--- src/rtl/ysyx_23060337_core_ctrl_if.sv ---
// Handshake and status bundle between the core sequencer and its IFU, LSU,
// decoder and datapath. The sequencer is the master side.
interface ysyx_23060337_core_ctrl_if #(
    parameter int CNT_W = 64
);
    logic             ifu_req;
    logic             ifu_ack;
    logic             ifu_err;
    logic             inst_we;
    logic [6:0]       opcode;
    logic [2:0]       funct3;
    logic             lsu_req;
    logic             lsu_wen;
    logic             lsu_ack;
    logic             lsu_err;
    logic             rf_we;
    logic             pc_we;
    logic             halt;
    logic [1:0]       trap_code;
    logic [CNT_W-1:0] cycle_cnt;
    logic [CNT_W-1:0] instret_cnt;

    modport master (
        output ifu_req, inst_we, lsu_req, lsu_wen, rf_we, pc_we,
               halt, trap_code, cycle_cnt, instret_cnt,
        input  ifu_ack, ifu_err, opcode, funct3, lsu_ack, lsu_err
    );

    modport slave (
        input  ifu_req, inst_we, lsu_req, lsu_wen, rf_we, pc_we,
               halt, trap_code, cycle_cnt, instret_cnt,
        output ifu_ack, ifu_err, opcode, funct3, lsu_ack, lsu_err
    );
endinterface

--- src/rtl/ysyx_23060337_core_ctrl.sv ---
// Multi-cycle sequencer: FETCH -> DECODE -> EXEC/MEM -> WB, with bus-timeout,
// ebreak and illegal-opcode traps into a sticky HALT, plus cycle/instret counters.
module ysyx_23060337_core_ctrl #(
    parameter int TIMEOUT = 255,
    parameter int CNT_W   = 64
) (
    input  logic                      clk,
    input  logic                      rst_n,
    ysyx_23060337_core_ctrl_if.master bus
);
    localparam logic [2:0] S_RST    = 3'd0;
    localparam logic [2:0] S_FETCH  = 3'd1;
    localparam logic [2:0] S_DECODE = 3'd2;
    localparam logic [2:0] S_EXEC   = 3'd3;
    localparam logic [2:0] S_MEM    = 3'd4;
    localparam logic [2:0] S_WB     = 3'd5;
    localparam logic [2:0] S_HALT   = 3'd6;

    localparam logic [6:0] OP_LOAD   = 7'b0000011;
    localparam logic [6:0] OP_STORE  = 7'b0100011;
    localparam logic [6:0] OP_SYSTEM = 7'b1110011;
    localparam logic [6:0] OP_LUI    = 7'b0110111;
    localparam logic [6:0] OP_AUIPC  = 7'b0010111;
    localparam logic [6:0] OP_JAL    = 7'b1101111;
    localparam logic [6:0] OP_JALR   = 7'b1100111;
    localparam logic [6:0] OP_BRANCH = 7'b1100011;
    localparam logic [6:0] OP_OPIMM  = 7'b0010011;
    localparam logic [6:0] OP_OP     = 7'b0110011;

    localparam logic [1:0] TRAP_EBREAK  = 2'd1;
    localparam logic [1:0] TRAP_ILLEGAL = 2'd2;
    localparam logic [1:0] TRAP_BUS     = 2'd3;

    localparam logic [15:0] TIMEOUT_W = 16'(TIMEOUT);

    logic [2:0]       state_q, state_d;
    logic [1:0]       trap_q, trap_d;
    logic [15:0]      wait_q, wait_d;
    logic [CNT_W-1:0] cycle_q, cycle_d;
    logic [CNT_W-1:0] instret_q, instret_d;
    logic             wait_hit_s;

    assign wait_hit_s = (wait_q == TIMEOUT_W);

    // Next state; trap code is captured only on the transition into HALT
    always_comb begin
        state_d = state_q;
        trap_d  = trap_q;
        case (state_q)
            S_RST: state_d = S_FETCH;
            S_FETCH: begin
                if (bus.ifu_err) begin
                    state_d = S_HALT;
                    trap_d  = TRAP_BUS;
                end else if (bus.ifu_ack) begin
                    state_d = S_DECODE;
                end else if (wait_hit_s) begin
                    state_d = S_HALT;
                    trap_d  = TRAP_BUS;
                end else begin
                    state_d = S_FETCH;
                end
            end
            S_DECODE: begin
                case (bus.opcode)
                    OP_LOAD, OP_STORE: state_d = S_MEM;
                    OP_SYSTEM: begin
                        state_d = S_HALT;
                        trap_d  = (bus.funct3 == 3'b000) ? TRAP_EBREAK : TRAP_ILLEGAL;
                    end
                    OP_LUI, OP_AUIPC, OP_JAL, OP_JALR, OP_BRANCH, OP_OPIMM, OP_OP:
                        state_d = S_EXEC;
                    default: begin
                        state_d = S_HALT;
                        trap_d  = TRAP_ILLEGAL;
                    end
                endcase
            end
            S_EXEC: state_d = S_WB;
            S_MEM: begin
                if (bus.lsu_err) begin
                    state_d = S_HALT;
                    trap_d  = TRAP_BUS;
                end else if (bus.lsu_ack) begin
                    state_d = S_WB;
                end else if (wait_hit_s) begin
                    state_d = S_HALT;
                    trap_d  = TRAP_BUS;
                end else begin
                    state_d = S_MEM;
                end
            end
            S_WB:   state_d = S_FETCH;
            S_HALT: state_d = S_HALT;
            default: state_d = S_RST;
        endcase
    end

    // Wait counter only runs while staying in a bus state; any other path clears it
    always_comb begin
        if (((state_q == S_FETCH) || (state_q == S_MEM)) && (state_d == state_q)) begin
            wait_d = wait_hit_s ? wait_q : (wait_q + 16'd1);
        end else begin
            wait_d = 16'd0;
        end
    end

    // Performance counters, frozen in RST and HALT
    always_comb begin
        if ((state_q != S_RST) && (state_q != S_HALT)) begin
            cycle_d = cycle_q + CNT_W'(1);
        end else begin
            cycle_d = cycle_q;
        end
        if (state_q == S_WB) begin
            instret_d = instret_q + CNT_W'(1);
        end else begin
            instret_d = instret_q;
        end
    end

    // State, trap, wait and counter registers
    always_ff @(posedge clk or negedge rst_n) begin
        if (!rst_n) begin
            state_q   <= S_RST;
            trap_q    <= 2'd0;
            wait_q    <= 16'd0;
            cycle_q   <= '0;
            instret_q <= '0;
        end else begin
            state_q   <= state_d;
            trap_q    <= trap_d;
            wait_q    <= wait_d;
            cycle_q   <= cycle_d;
            instret_q <= instret_d;
        end
    end

    // Outputs decode from the state register so reset drops requests at once
    assign bus.ifu_req     = (state_q == S_FETCH);
    assign bus.inst_we     = (state_q == S_FETCH) && bus.ifu_ack && !bus.ifu_err;
    assign bus.lsu_req     = (state_q == S_MEM);
    assign bus.lsu_wen     = (state_q == S_MEM) && (bus.opcode == OP_STORE);
    assign bus.pc_we       = (state_q == S_WB);
    assign bus.rf_we       = (state_q == S_WB) && (bus.opcode != OP_STORE)
                                               && (bus.opcode != OP_BRANCH);
    assign bus.halt        = (state_q == S_HALT);
    assign bus.trap_code   = trap_q;
    assign bus.cycle_cnt   = cycle_q;
    assign bus.instret_cnt = instret_q;
endmodule
--- src/flat_wrapper.sv ---
// flat-port wrapper written by rule: the top's interface ports become plain ports
module ysyx_23060337_core_ctrl_flat 
#(
    parameter int TIMEOUT = 255,
    parameter int CNT_W   = 64
)
  (clk, rst_n, bus_ifu_req, bus_inst_we, bus_lsu_req, bus_lsu_wen, bus_rf_we, bus_pc_we, bus_halt, bus_trap_code, bus_cycle_cnt, bus_instret_cnt, bus_ifu_ack, bus_ifu_err, bus_opcode, bus_funct3, bus_lsu_ack, bus_lsu_err);
  ysyx_23060337_core_ctrl_if #(.CNT_W(CNT_W)) bus_i ();
  input  logic clk;
  input  logic rst_n;
  output wire logic [$bits(bus_i.ifu_req)-1:0] bus_ifu_req;
  output wire logic [$bits(bus_i.inst_we)-1:0] bus_inst_we;
  output wire logic [$bits(bus_i.lsu_req)-1:0] bus_lsu_req;
  output wire logic [$bits(bus_i.lsu_wen)-1:0] bus_lsu_wen;
  output wire logic [$bits(bus_i.rf_we)-1:0] bus_rf_we;
  output wire logic [$bits(bus_i.pc_we)-1:0] bus_pc_we;
  output wire logic [$bits(bus_i.halt)-1:0] bus_halt;
  output wire logic [$bits(bus_i.trap_code)-1:0] bus_trap_code;
  output wire logic [$bits(bus_i.cycle_cnt)-1:0] bus_cycle_cnt;
  output wire logic [$bits(bus_i.instret_cnt)-1:0] bus_instret_cnt;
  input wire logic [$bits(bus_i.ifu_ack)-1:0] bus_ifu_ack;
  input wire logic [$bits(bus_i.ifu_err)-1:0] bus_ifu_err;
  input wire logic [$bits(bus_i.opcode)-1:0] bus_opcode;
  input wire logic [$bits(bus_i.funct3)-1:0] bus_funct3;
  input wire logic [$bits(bus_i.lsu_ack)-1:0] bus_lsu_ack;
  input wire logic [$bits(bus_i.lsu_err)-1:0] bus_lsu_err;
  assign bus_ifu_req = bus_i.ifu_req;
  assign bus_inst_we = bus_i.inst_we;
  assign bus_lsu_req = bus_i.lsu_req;
  assign bus_lsu_wen = bus_i.lsu_wen;
  assign bus_rf_we = bus_i.rf_we;
  assign bus_pc_we = bus_i.pc_we;
  assign bus_halt = bus_i.halt;
  assign bus_trap_code = bus_i.trap_code;
  assign bus_cycle_cnt = bus_i.cycle_cnt;
  assign bus_instret_cnt = bus_i.instret_cnt;
  assign bus_i.ifu_ack = bus_ifu_ack;
  assign bus_i.ifu_err = bus_ifu_err;
  assign bus_i.opcode = bus_opcode;
  assign bus_i.funct3 = bus_funct3;
  assign bus_i.lsu_ack = bus_lsu_ack;
  assign bus_i.lsu_err = bus_lsu_err;
  ysyx_23060337_core_ctrl #(.TIMEOUT(TIMEOUT), .CNT_W(CNT_W)) u_core (.clk(clk), .rst_n(rst_n), .bus(bus_i));
endmodule
--- config.mk ---
export PLATFORM = sky130hd
export DESIGN_NAME = ysyx_23060337_core_ctrl_flat
export DESIGN_NICKNAME = d
export VERILOG_FILES = /design/src/rtl/ysyx_23060337_core_ctrl_if.sv /design/src/rtl/ysyx_23060337_core_ctrl.sv /design/src/flat_wrapper.sv
export SDC_FILE = /design/constraint.sdc
export NUM_CORES = 1
export LEC_CHECK = 0
export ABC_AREA = 1
export BUFFER_PORTS_ARGS = -buffer_cell sky130_fd_sc_hd__buf_2
export CORE_ASPECT_RATIO = 1.25
export CORE_UTILIZATION = 25
export CTS_CLUSTER_SIZE = 30
export DETAILED_ROUTE_END_ITERATION = 8
export SYNTH_ARGS = -nofsm -noshare
export SYNTH_HDL_FRONTEND = slang
export SYNTH_SLANG_ARGS = --single-unit
--- constraint.sdc ---
create_clock -name clk -period 1.8 [get_ports clk]
set_clock_uncertainty 0.1 [all_clocks]
set_input_delay 0.09 -clock clk [delete_from_list [all_inputs] [get_ports clk]]
set_output_delay 0.09 -clock clk [all_outputs]
set_load 0.1 [all_outputs]
* Yosys cells after proc, flatten, opt, wreduce, memory -nomap -nowiden *
Cells that the tools add are included.

operators by class
  $add $sub $neg = 3
  equality and inequality tests = 25
  muxes and demuxes = 18
  reductions and logical operators = 18

operators by type and width
  operator                                                                  number
  64-bit by 1-bit adder with 64-bit output (second input constant)          2
  16-bit 2-to-1 mux                                                         2
  7-bit equality test (second input constant)                               4
  7-bit by 6-bit equality test with 1-bit output (second input constant)    3
  3-bit case mux with 6 select lines                                        1
  16-bit by 1-bit adder with 16-bit output (second input constant)          1
  16-bit by 8-bit equality test with 1-bit output (second input constant)   1
  3-bit 2-to-1 mux                                                          5
  7-bit by 5-bit equality test with 1-bit output (second input constant)    2
  2-bit 2-to-1 mux                                                          7
  3-bit equality test (second input constant)                               3
  9-bit OR reduction                                                        1
  7-bit by 2-bit equality test with 1-bit output (second input constant)    1
  1-bit logical AND                                                         7
  7-bit by 6-bit inequality test with 1-bit output (second input constant)  1
  7-bit inequality test (second input constant)                             1
  7-bit OR reduction                                                        1
  3-bit by 2-bit equality test with 1-bit output (second input constant)    2
  3-bit zero test                                                           2
  3-bit by 2-bit inequality test with 1-bit output (second input constant)  2
  2-bit case mux with 3 select lines                                        1
  3-bit case mux with 2 select lines                                        1
  3-bit nonzero test                                                        2
  2-bit inequality test (second input constant)                             2
  other kinds (8)                                                           9

word-level totals
  register bits = 149
  word-level logic and storage cells = 69

* Depth between registers and ports, before layout *
  depth after elaboration = 8
  gate-level depth with buffers = 13

* Worst setup path before layout *
Ideal clock, no wire load.

  path type = reg2out
  from = register u_core.state_q[0]
  to = output bus_lsu_wen
  arrival time = 3.645 ns
  required time = 1.610 ns
  setup slack = -2.035 ns
  cell stages (with the launch flop) = 4
  buffers on the path = 0
  path through = dfrtp_1 nor2_1 nand2_1 nor4_1

on the way
  longest elaborated chain between the ends = 2

RTL lines
  what                    line                            RTL
  start, declared         ysyx_23060337_core_ctrl.sv:36   logic [2:0] state_q, state_d;
  start signal, assigned  ysyx_23060337_core_ctrl.sv:131  state_q <= state_d;
  3-bit equality test     ysyx_23060337_core_ctrl.sv:143  assign bus.lsu_wen = (state_q == S_MEM) && (bus.opcode == OP_STORE);
  1-bit logical AND       ysyx_23060337_core_ctrl.sv:143
  end, declared           flat_wrapper.sv:14              output wire logic [$bits(bus_i.lsu_wen)-1:0] bus_lsu_wen;

No other way between the ends.

* Worst setup path in the final report *
  from = register u_core.cycle_q[0], in the netlist u_core.bus.cycle_cnt[0]
  to = register u_core.cycle_q[52], in the netlist u_core.bus.cycle_cnt[52]

on the way
  longest elaborated chain between the ends = 1

RTL lines
  what                                      line                            RTL
  start, declared                           ysyx_23060337_core_ctrl.sv:39   logic [CNT_W-1:0] cycle_q, cycle_d;
  start signal, assigned                    ysyx_23060337_core_ctrl.sv:134  cycle_q <= cycle_d;
  64-bit by 1-bit adder with 64-bit output  ysyx_23060337_core_ctrl.sv:111  cycle_d = cycle_q + CNT_W'(1);

No other way between the ends.
A chain may end at the register's enable or synchronous reset.

==> out/metrics.cfg <==
[cells_and_area]
areaGrowthSynthToFinish_pct = 62.9
fill_cells = 3523
drive_gt1_frac = 0.534
layout.nets = 1635
antenna_cells = 0
regArea_um2 = 4130
multi_input_area_um2 = 6060

[yosys]
ys_ff_latch = 149
syn-num-nets = 1226
avgSynthCellArea_um2 = 7.57
ys_seq_area_frac = 0.408
syn_area_um2 = 9130
synth.largest_area_cell = dfrtp_1
synth_cell_type_count = 41
synth_top_area_share = 0.408
ys_top_cells_by_area = dfrtp_1, nand2_1, xor2_1
ys_warn_count = 0
syn_inst = 1207

[route]
finalWirelength_um = 31400
drc_errors = 0
wl_per_cell_um = 14.9
avgViaCountPerCell = 4.54
antenna_left = 0
dr.pass1.iters = 5
dr_total_vias = 9553
first_iter_violations = 490

[placement]
dp_hpwl_um = 24000
place.gp.congestion = 0.918
port_buffers = 152
place_ws_ns = -0.174

[timing]
relSlewSlack = 0.498
final.setup.tns_ns = -1.95
setup-violations-final = 54
drv_slew = 0
rsz0062_at_grt = yes
final.min_clock_period_ns = 1.91
period_share = 1.06
worst_slack_ns = -0.109
tightestPinTransition_ns = 0.751
final_hold_viol_count = 0
fmax_ghz = 0.524

[flow_run]
max-cap-violations = 0

[global_routing]
grtUsageTotal = 0.168
antenna_found_initial = 0
grt-ovfl-total = 0
grt_pass1_vias = 9413
grt_pass1_wl_um = 49400
grt_max_degree = 65

[outcome]
outcome = finished with violations
violations = negative setup slack

[power]
p_per_area_nw_per_um2 = 825
power.total_uw = 12300
p_leak_uw = 0.00722
vdd_drop_max_v = 0.00131

[clock_network]
cts_buffer_depth = 2
cts_sinks = 149
insertion_delay_ns = 0.46
cts_root_buffer = clkbuf_16
cts_buffers = 17
htreeDepth = 4
cts_tree = yes
cts.reportedPaths.clkPinSlew_ns = 0.07

[critical_path]
required_ns = 2.03
critPathCaptureType = register
cp.arrival_ns = 2.14
startpoint_type = register
crit_fanout = 4
critPathKind = reg -> reg

[die]
ios = 153
row_count = 77
die_y_um = 216
die_x_um = 173
dieArea_um2 = 37300
initial_utilization = 0.256
design.core.area_um2 = 35600

[min_path]
hp-class = in -> reg

[final cells by class]
cell class / instances / share of cell area
inverters: 162 / 0.0434
clock inverters: 14 / 0.00959
multi-input cells: 890 / 0.407
clock buffers: 18 / 0.0295
well taps: 474 / 0.0399
flip-flops and latches: 149 / 0.278
repair buffers: 396 / 0.193
[cell usage after synthesis, drive strengths merged]
cell / number
xnor2: 36
and2: 4
or2: 3
and3: 1
nor2: 194
nor3: 51
nand4: 51
nor3b: 3
ha: 3
nand3: 81
o311ai: 1
a21oi: 7
dfrtp: 149
buf: 3
nand3b: 7
nor4: 9
xor2: 76
inv: 161
o21ai: 31
clkinv: 1
and3b: 1
nand2: 331
clkbuf: 3
[per-layer routing]
| layer | track usage | wire (um) | vias up |
|---|---|---|---|
| li1 | - | - | 4647 |
| met1 | 0.193 | 12600 | 4623 |
| met2 | 0.305 | 16800 | 227 |
| met3 | 0.0261 | 1080 | 56 |
| met4 | 0.0776 | 952 | 0 |
| met5 | 0 | 0 | - |
[worst max-delay path, cell delays in order (launching register included)]
cell and delay [ns]:
dfrtp_4 0.43, ha_4 0.13, inv_2 0.03, nor2_1 0.09, nand4_1 0.10, buf_6 0.15
nor2_4 0.20, nand3_4 0.14, nor2_4 0.16, nand2_4 0.07, o21ai_2 0.10, nand2_1 0.06
[final timing paths]
kind / start / to / slack [ns] / cells past startpoint
hold reg to reg: u_core.bus.instret_cnt[63] / u_core.bus.instret_cnt[63] / 0.37 / 1
min in group asynchronous: rst_n / u_core.bus.instret_cnt[59] / 0.13 / 3
setup reg to reg: u_core.bus.cycle_cnt[0] / u_core.bus.cycle_cnt[52] / -0.11 / 11
max in group asynchronous: rst_n / u_core.bus.instret_cnt[51] / 0.25 / 3
setup / recovery: u_core.bus.cycle_cnt[0] / u_core.bus.cycle_cnt[52] / -0.11 / 11
hold / removal: bus_opcode[4] / u_core.state_q[1] / 0.03 / 5
[repair_timing]
action	4_1_cts	5_1_grt
resized for setup	58	195
endpoints found under the setup margin	69	109
hold buffers	11	0
endpoints found under the hold margin	153	0
pin swaps	24	78
setup buffers	21	39
[flip-flops by register name, indices dropped and copies added, names as in the netlist]
signal	flops
u_core.bus.cycle_cnt	64
u_core.wait_q	16
u_core.bus.trap_code	2
u_core.bus.instret_cnt	64
u_core.state_q	3
[cells by family (layout without fill, tap and decap cells)]
family                     after synthesis  in the layout  synth area share
AOI/OAI and AO/OA                       39             39            0.0222
xor gates and xnor gates               112            112             0.107
adders and majority gates                3              3           0.00411
buffers and inverters                  168            590            0.0712
DFF                                    149            149             0.408
and+or+nand+nor                        736            736             0.387
[per-stage QoR]
step / hold WS, ns / utilization / instances / cell area [um^2]
after global placement: -0.138 / 0.357 / 2001 / 12700
after global routing: 0.0675 / 0.417 / 2103 / 14900
final: 0.0349 / 0.417 / 2103 / 14900
after CTS: 0.0162 / 0.389 / 2065 / 13900
after floorplan: -0.306 / - / 1207 / 10000
after detailed placement: -0.142 / 0.357 / 2001 / 12700
[report_power, final]
part	internal, uW	total (uW)	switching, uW	leakage, uW
Clock	1980	3650	1670	0.000282
Sequential	3630	3910	277	0.00182
Combinational	1540	4720	3180	0.00512
Total	7150	12300	5130	0.00722
[cell usage in the layout, fill, tap and decap left out, types with 17 or more instances in the layout]
master / netlist / final
nand3_2: 5 / 19
inv_1: 154 / 127
nand2_4: 0 / 25
nor3_4: 1 / 22
xor2_1: 76 / 71
buf_4: 1 / 207
nand2_2: 16 / 42
nor2_4: 12 / 47
nor2_1: 154 / 79
dfrtp_2: 0 / 28
dfrtp_1: 149 / 23
inv_2: 7 / 25
buf_2: 0 / 144
nand3_1: 73 / 51
nand2_1: 315 / 263
xnor2_1: 36 / 31
clkbuf_16: 0 / 17
buf_6: 2 / 23
dfrtp_4: 0 / 98
nor3_2: 8 / 20
nor2_2: 26 / 66
nand4_1: 49 / 49
Note: power is estimated with default switching activity, not from simulation.
